**config.mk**
```make
export PLATFORM = sky130hd
export DESIGN_NAME = led_bank_ctrl
export DESIGN_NICKNAME = d
export VERILOG_FILES = /design/src/rtl/led_bank_ctrl.sv
export SDC_FILE = /design/constraint.sdc
export NUM_CORES = 1
export LEC_CHECK = 0
export BUFFER_PORTS_ARGS = -buffer_cell sky130_fd_sc_hd__buf_2
export CAP_MARGIN = 20
export CORE_ASPECT_RATIO = 0.7
export CORE_MARGIN = 3
export CORE_UTILIZATION = 45
export CTS_CLUSTER_DIAMETER = 120
export CTS_CLUSTER_SIZE = 25
export DETAILED_ROUTE_END_ITERATION = 7
export PLACE_DENSITY = 0.72
export SKIP_CTS_REPAIR_TIMING = 1
export SLEW_MARGIN = 10
export SYNTH_ARGS = -nofsm -noshare
export SYNTH_HDL_FRONTEND = slang
export SYNTH_SLANG_ARGS = --single-unit
```
**constraint.sdc**
```tcl
create_clock -name clk -period 3.92 [get_ports clk]
set_input_delay 0.196 -clock clk [delete_from_list [all_inputs] [get_ports clk]]
set_output_delay 0.196 -clock clk [all_outputs]
set_load 0.01 [all_outputs]
```
**src/rtl/led_bank_ctrl.sv**
```systemverilog
// Parametrised LED bank driver: per-channel off/on/blink/PWM modes behind a register write port.
// Optional LED_BANK_BREATHE_EN adds a shared triangle-wave duty source for mode 11 channels with duty 0.

module led_bank_lane #(
  parameter int PWM_BITS = 8
) (
  input  logic                clk,
  input  logic                rst,
  input  logic                wr,
  input  logic [PWM_BITS+1:0] wr_data,
  input  logic [PWM_BITS-1:0] pwm_cnt,
  input  logic                blink_phase,
  input  logic [PWM_BITS-1:0] breathe_duty,
  output logic [PWM_BITS+1:0] cfg,
  output logic                led
);
  logic [1:0]          mode;
  logic [PWM_BITS-1:0] duty, duty_eff;
  logic                led_nxt;

  assign mode = cfg[PWM_BITS+1:PWM_BITS];
  assign duty = cfg[PWM_BITS-1:0];
  // breathe_duty is tied to zero when the generator is absent, so duty 0 stays off
  assign duty_eff = (duty == '0) ? breathe_duty : duty;

  always_comb begin
    led_nxt = 1'b0;
    case (mode)
      2'b00: led_nxt = 1'b0;
      2'b01: led_nxt = 1'b1;
      2'b10: led_nxt = blink_phase;
      2'b11: led_nxt = (pwm_cnt < duty_eff);
      default: led_nxt = 1'b0;
    endcase
  end

  always_ff @(posedge clk) begin
    if (rst) begin
      cfg <= {2'b01, {PWM_BITS{1'b0}}};
      led <= 1'b0;
    end else begin
      if (wr) cfg <= wr_data;
      led <= led_nxt;
    end
  end
endmodule

module led_bank_ctrl #(
  parameter int NLEDS         = 5,
  parameter int PWM_BITS      = 8,
  parameter int PRESCALE      = 4,
  parameter int BLINK_PERIODS = 2
) (
  input  logic                clk,
  input  logic                rst,
  input  logic                wr_en,
  input  logic [3:0]          wr_addr,
  input  logic [PWM_BITS+1:0] wr_data,
  output logic [PWM_BITS+1:0] rd_data,
  output logic [NLEDS-1:0]    led,
  output logic                period_tick
);
  localparam int PSW = (PRESCALE > 1) ? $clog2(PRESCALE) : 1;
  localparam int BW  = (BLINK_PERIODS > 1) ? $clog2(BLINK_PERIODS) : 1;

  logic [PSW-1:0]                  prescaler;
  logic [PWM_BITS-1:0]             pwm_cnt;
  logic [BW-1:0]                   blink_cnt;
  logic                            blink_phase;
  logic [PWM_BITS-1:0]             breathe_duty;
  logic [NLEDS-1:0][PWM_BITS+1:0]  cfg;
  logic                            step, wrap;

  assign step = (prescaler == PSW'(PRESCALE - 1));
  assign wrap = step && (pwm_cnt == '1);

  always_ff @(posedge clk) begin
    if (rst) begin
      prescaler   <= '0;
      pwm_cnt     <= '0;
      blink_cnt   <= '0;
      blink_phase <= 1'b0;
      period_tick <= 1'b0;
    end else begin
      prescaler   <= step ? '0 : prescaler + 1'b1;
      if (step) pwm_cnt <= pwm_cnt + 1'b1;
      period_tick <= wrap;
      if (wrap) begin
        if (blink_cnt == BW'(BLINK_PERIODS - 1)) begin
          blink_cnt   <= '0;
          blink_phase <= ~blink_phase;
        end else begin
          blink_cnt <= blink_cnt + 1'b1;
        end
      end
    end
  end

`ifdef LED_BANK_BREATHE_EN
  logic breathe_up;

  // Triangle 0..max..0: direction flips on the step that lands on an end value
  always_ff @(posedge clk) begin
    if (rst) begin
      breathe_duty <= '0;
      breathe_up   <= 1'b1;
    end else if (period_tick) begin
      if (breathe_up) begin
        breathe_duty <= breathe_duty + 1'b1;
        if (breathe_duty == {{(PWM_BITS-1){1'b1}}, 1'b0}) breathe_up <= 1'b0;
      end else begin
        breathe_duty <= breathe_duty - 1'b1;
        if (breathe_duty == {{(PWM_BITS-1){1'b0}}, 1'b1}) breathe_up <= 1'b1;
      end
    end
  end
`else
  assign breathe_duty = '0;
`endif

  for (genvar i = 0; i < NLEDS; i++) begin : g_lane
    led_bank_lane #(.PWM_BITS(PWM_BITS)) u_lane (
      .clk          (clk),
      .rst          (rst),
      .wr           (wr_en && (wr_addr == 4'(i))),
      .wr_data      (wr_data),
      .pwm_cnt      (pwm_cnt),
      .blink_phase  (blink_phase),
      .breathe_duty (breathe_duty),
      .cfg          (cfg[i]),
      .led          (led[i])
    );
  end

  always_comb begin
    rd_data = '0;
    for (int i = 0; i < NLEDS; i++)
      if (wr_addr == 4'(i)) rd_data = cfg[i];
  end
endmodule
```
# After elaboration in Yosys (flattened, before gate mapping)
# Index checks and enable logic that the tools add are counted.
[totals]
in_bits = 17
reg_bits = 68
output_inout_bits = 16
[op_classes]
n_reduce_logical = 19
magnitude_cmp = 5
n_bitwise = 1
n_mux = 16
n_eq_ne = 21
n_addsub = 3
[ops]
columns = ["cell", "n"]
rows = [
  ["2-to-1 mux 10 bit", 5],
  ["logical NOT 8 bit", 5],
  ["less-than comparator 8 bit", 5],
  ["2-to-1 mux 8 bit", 5],
  ["== test 2 bit (second input constant)", 11],
  ["one-hot mux 1 bit (4 select lines)", 5],
  ["== test 2 x 1 -> 1 bit (second input constant)", 5],
  ["logical NOT 2 bit", 5],
  ["adder 8 x 1 -> 8 bit (second input constant)", 1],
  ["== test 4 x 2 -> 1 bit (second input constant)", 2],
  ["== test 8 bit (second input constant)", 1],
  ["logical AND 1 bit", 6],
  ["== test 4 x 1 -> 1 bit (second input constant)", 1],
  ["== test 4 x 3 -> 1 bit (second input constant)", 1],
  ["logical NOT 4 bit", 1],
  ["adder 2 x 1 -> 2 bit (second input constant)", 1],
  ["AND reduction 2 bit", 1],
  ["OR reduction 2 bit", 1],
  ["adder 1 bit (second input constant)", 1],
  ["2-to-1 mux 1 bit", 1],
  ["NOT 1 bit", 1],
]

# Logic depth before layout (Yosys ltp)
[depth]
depth_word = 6
depth_mapped = 6
ltp_nobuf = 6

# Cells and area by module
# Synthesis repeated with hierarchy kept, for this count alone.
[hier_totals]
hier_cells = 473
area_unflattened_um2 = 4244.1
[modules_own_cells]
columns = ["mod", "area_per_inst_um2", "n_inst", "cells_per_inst", "seq_area_each_um2"]
rows = [
  ["led_bank_lane", 648.1, 5, 66, 220.2],
  ["led_bank_ctrl", 1003.5, 1, 143, 260.2],
]

# Least setup slack after synthesis
# No wires, ideal clock.
[synth_path]
path_type = "register to register"
start = "register pwm_cnt[1]"
end = "register g_lane[0].u_lane.led"
t_arrival_ns = 1.319
slack_ns = 2.506
path_stages_with_launch = 5
path_buffers = 0
setup_ns = 0.095
cell_sequence = "dfxtp_1 > ha_1 > a2111oi_2 > o31ai_1 > a221oi_1"
[synth_via]
elab_chain_cells = 2
[synth_rtl]
columns = ["element", "line_no", "rtl"]
rows = [
  ["from (decl)", "67", "logic [PWM_BITS-1:0] pwm_cnt;"],
  ["from (signal assigned)", "86", "if (step) pwm_cnt <= pwm_cnt + 1'b1;"],
  ["less-than comparator 8 bit", "32", "2'b11: led_nxt = (pwm_cnt < duty_eff);"],
  ["one-hot mux 1 bit (4 select lines)", "28", "case (mode)"],
  ["to (signal assigned)", "43", "led <= led_nxt;"],
  ["to (decl)", "15", "output logic led"],
]
# Every way passes these cells.
# A chain may end at the register's enable or synchronous reset.

# Final worst setup path
[layout_path]
start = "register pwm_cnt[1]"
end = "register g_lane[2].u_lane.led"
[layout_via]
elab_chain_cells = 2
[layout_rtl]
columns = ["element", "line_no"]
rows = [
  ["less-than comparator 8 bit", "32"],
  ["one-hot mux 1 bit (4 select lines)", "28"],
  ["to (signal assigned)", "43"],
  ["to (decl)", "15"],
]
# Every way passes these cells.

==> reports/metrics.csv <==
metric;value;unit
status;finished, final reports clean;
die_width;118;microns
place.gp.congestion;0.930;
synthArstFlopShare;0;%
cts.htree.levels;3;
die_h;84.3;microns
hold_viol;0;
layout_common_cells;dfxtp_1, nand2_1, nor2_1;
ios;33;
cts_root_buf;clkbuf_16;
clkTransAtPathRegs;0.05;ns
start_util;48.2;%
num_rows;27;
clock_power_share;49.5;%
port_buffers;32;
drt_wl_total;10.6;mm
leakage;1.88;nW
synth-edff-count;0;
busiest_layer;met1;
drv_slew;0;
rr_startpoint;pwm_cnt[1];
groute.usage.overall;22.0;%
fmax;0.495;GHz
synthFlopType;dfxtp_1;
grt_pass1_wl;16.7;mm
cts_buffers;9;
synth_area;3940;sq um
antenna_cells;0;
antenna_found_initial;0;
yosysTopAreaCell;dfxtp_1;
reg2reg_setup_slack;1.90;ns
n_fill_cell;784;
p_sw;0.000380;W
drc;0;
setup_viol;0;
timing.critical_path.mode_cell;nor4_1;
crit_fanout;8;
clk_latency;0.34;ns
fin_crit_sh;51.5;%
p_int;0.00128;W
worst_pin_slew;0.954;ns
drt_first_pass_iters;5;
grt_pass1_vias;3065;
timing.rr.end;g_lane[2].u_lane.led;
avgSynthCellArea;8.79;sq um
synth_top_area_share;34.6;%
worstHoldStart;wr_data[8];
crit_required;4.15;ns
cts_tree;built;
reg2reg_depth;4;
ys_ff_latch;68;
whs_endpoint;g_lane[4].u_lane.cfg[8];
finalCriticalPeriod;2.02;ns
ir_drop;0.333;mV
synth_cells;448;
hp-class;in -> reg;
synth_seq_area_share;34.6;%
final_common_cell;dfxtp_1;
worstSetupStartpointType;flop;
post-dp-hpwl;7.71;mm
dieArea;9930;sq um
grt_use_met3;9.09;%
holdPathStages;3;
powerDensity;378;nW/um^2
fin_nets;521;
core_area;8180;sq um
skew;0.00516;ns
wire_per_inst;18.1;microns
synth_area_leaders;dfxtp_1, ha_1, mux2i_1, nand2_1, nor2_1;
synth_cell_type_count;45;
synth.net_count;502;
critPathSlowestCell;a2111oi_0;
cpPeakStageDelay;0.78;ns
swShare;22.9;%
p_seq_share;43.2;%
grt_overflow_total;0;
ant_nets;0;
first_iter_violations;295;
grt_util_met1;31.5;%
routed-via-count;3294;
arrival;2.25;ns
crit_chain;ha_1 > a2111oi_0 > nor4_1 > nor4_1;
syn_to_final_growth;11.6;%
slew_headroom;36.1;%
use_met2;29.8;%
holdWs;0.109;ns
critPathKind;reg -> reg;
ys.warnings.count;0;
rsz0062_at_grt;false;
power_frac_comb;7.3;%
clockBufferDepth;2;
viasPerCell;5.60;
setup_tns;0;ns
cts.sinks;68;
layout-drive-gt1-share;14.0;%
drv_cap;0;
endpoint_kind;flop;
grt_max_degree;39;
[state kept, by name, summed over array words and instances, names as in the netlist]
signal and flops:
prescaler 2, pwm_cnt 8, period_tick 1, g_lane.u_lane.led 5, blink_phase 1, blink_cnt 1
g_lane.u_lane.cfg 50
[worst max-delay path: cells and delay by family, from the launching register on]
kind,cells,cell delay [ns]
AOI/OAI and AO/OA,1,0.78
adders and majority gates,1,0.27
DFF,1,0.47
and+or+nand+nor,2,0.40
[final cells by class]
cell class	count	area [sq um]	share of cell area, %
flip-flops and latches	68	1360	31.0
clock buffers	15	268	6.09
multi-input cells	319	2290	52.1
repair buffers	33	168	3.81
well taps	116	145	3.30
inverters	36	135	3.07
clock inverters	1	30.0	0.683
[cells by family (layout without fill, tap and decap cells)]
logic type	Yosys count	in the layout	synth area share (%)
AO/OA/AOI/OAI	73	73	13.8
XOR/XNOR	9	9	2.00
adder cells (fa/ha/maj)	37	37	11.7
buffers and inverters	61	85	7.34
flip-flops	68	68	34.6
multiplexers	38	38	10.9
AND/OR/NAND/NOR	162	162	19.6
[worst max path at each step]
| stage | start | end | slack, ns | depth (start not counted) |
|---|---|---|---|---|
| 4_1_cts | pwm_cnt[1] | g_lane[2].u_lane.led | 1.99 | 4 |
| 3_3_place_gp | wr_addr[2] | g_lane[2].u_lane.cfg[8] | 1.88 | 4 |
| 6_report | pwm_cnt[1] | g_lane[2].u_lane.led | 1.90 | 4 |
| 2_1_floorplan | pwm_cnt[1] | g_lane[0].u_lane.led | 2.51 | 4 |
| 3_5_place_dp | wr_addr[2] | g_lane[2].u_lane.cfg[8] | 1.84 | 4 |
| 5_1_grt | pwm_cnt[1] | g_lane[2].u_lane.led | 1.67 | 4 |
[Yosys cell counts, types with 2 or more instances]
master	instances
a21oi_1	21
mux2i_1	34
a21oi_2	9
o22ai_1	2
nand2b_1	10
nand3b_1	7
and4_1	3
dfxtp_1	68
xnor2_1	3
a221oi_1	4
a21o_1	4
buf_6	3
mux4_2	4
nor3_1	3
clkbuf_1	10
o21a_1	7
nand2_1	57
and3_1	5
a2bb2oi_1	6
xor2_1	6
o31ai_1	4
nand3_1	12
nor2_1	53
ha_1	37
a211o_1	2
a2111oi_2	4
nor4_1	2
buf_4	9
o21bai_1	4
o21ai_0	3
inv_1	36
buf_2	3
[metal layers]
layer  routed length, microns  up-vias
met5                        0        -
met4                      276        0
met3                     1050       22
met2                     4240      150
met1                     5050     1548
li1                         -     1574
[power groups by stage]
stage,logic [W],registers [W],clock network (W)
2_1_floorplan,0.0000859,0.000727,0
3_3_place_gp,0.000119,0.000731,0
3_5_place_dp,0.000120,0.000732,0
4_1_cts,0.000121,0.000717,0.000832
5_1_grt,0.000132,0.000718,0.000865
6_report,0.000122,0.000717,0.000821
[metrics by stage]
step	cells	utilization (%)	power, W	instance area [sq um]	setup WS (ns)
after global routing	588	53.8	0.00172	4400	1.67
after floorplan	448	-	0.000813	3940	2.51
after CTS	588	53.8	0.00167	4400	1.99
after detailed placement	572	50.1	0.000852	4100	1.84
after global placement	572	50.1	0.000850	4100	1.88
final	588	53.8	0.00166	4400	1.90
Note: power is estimated with default switching activity, not from simulation.
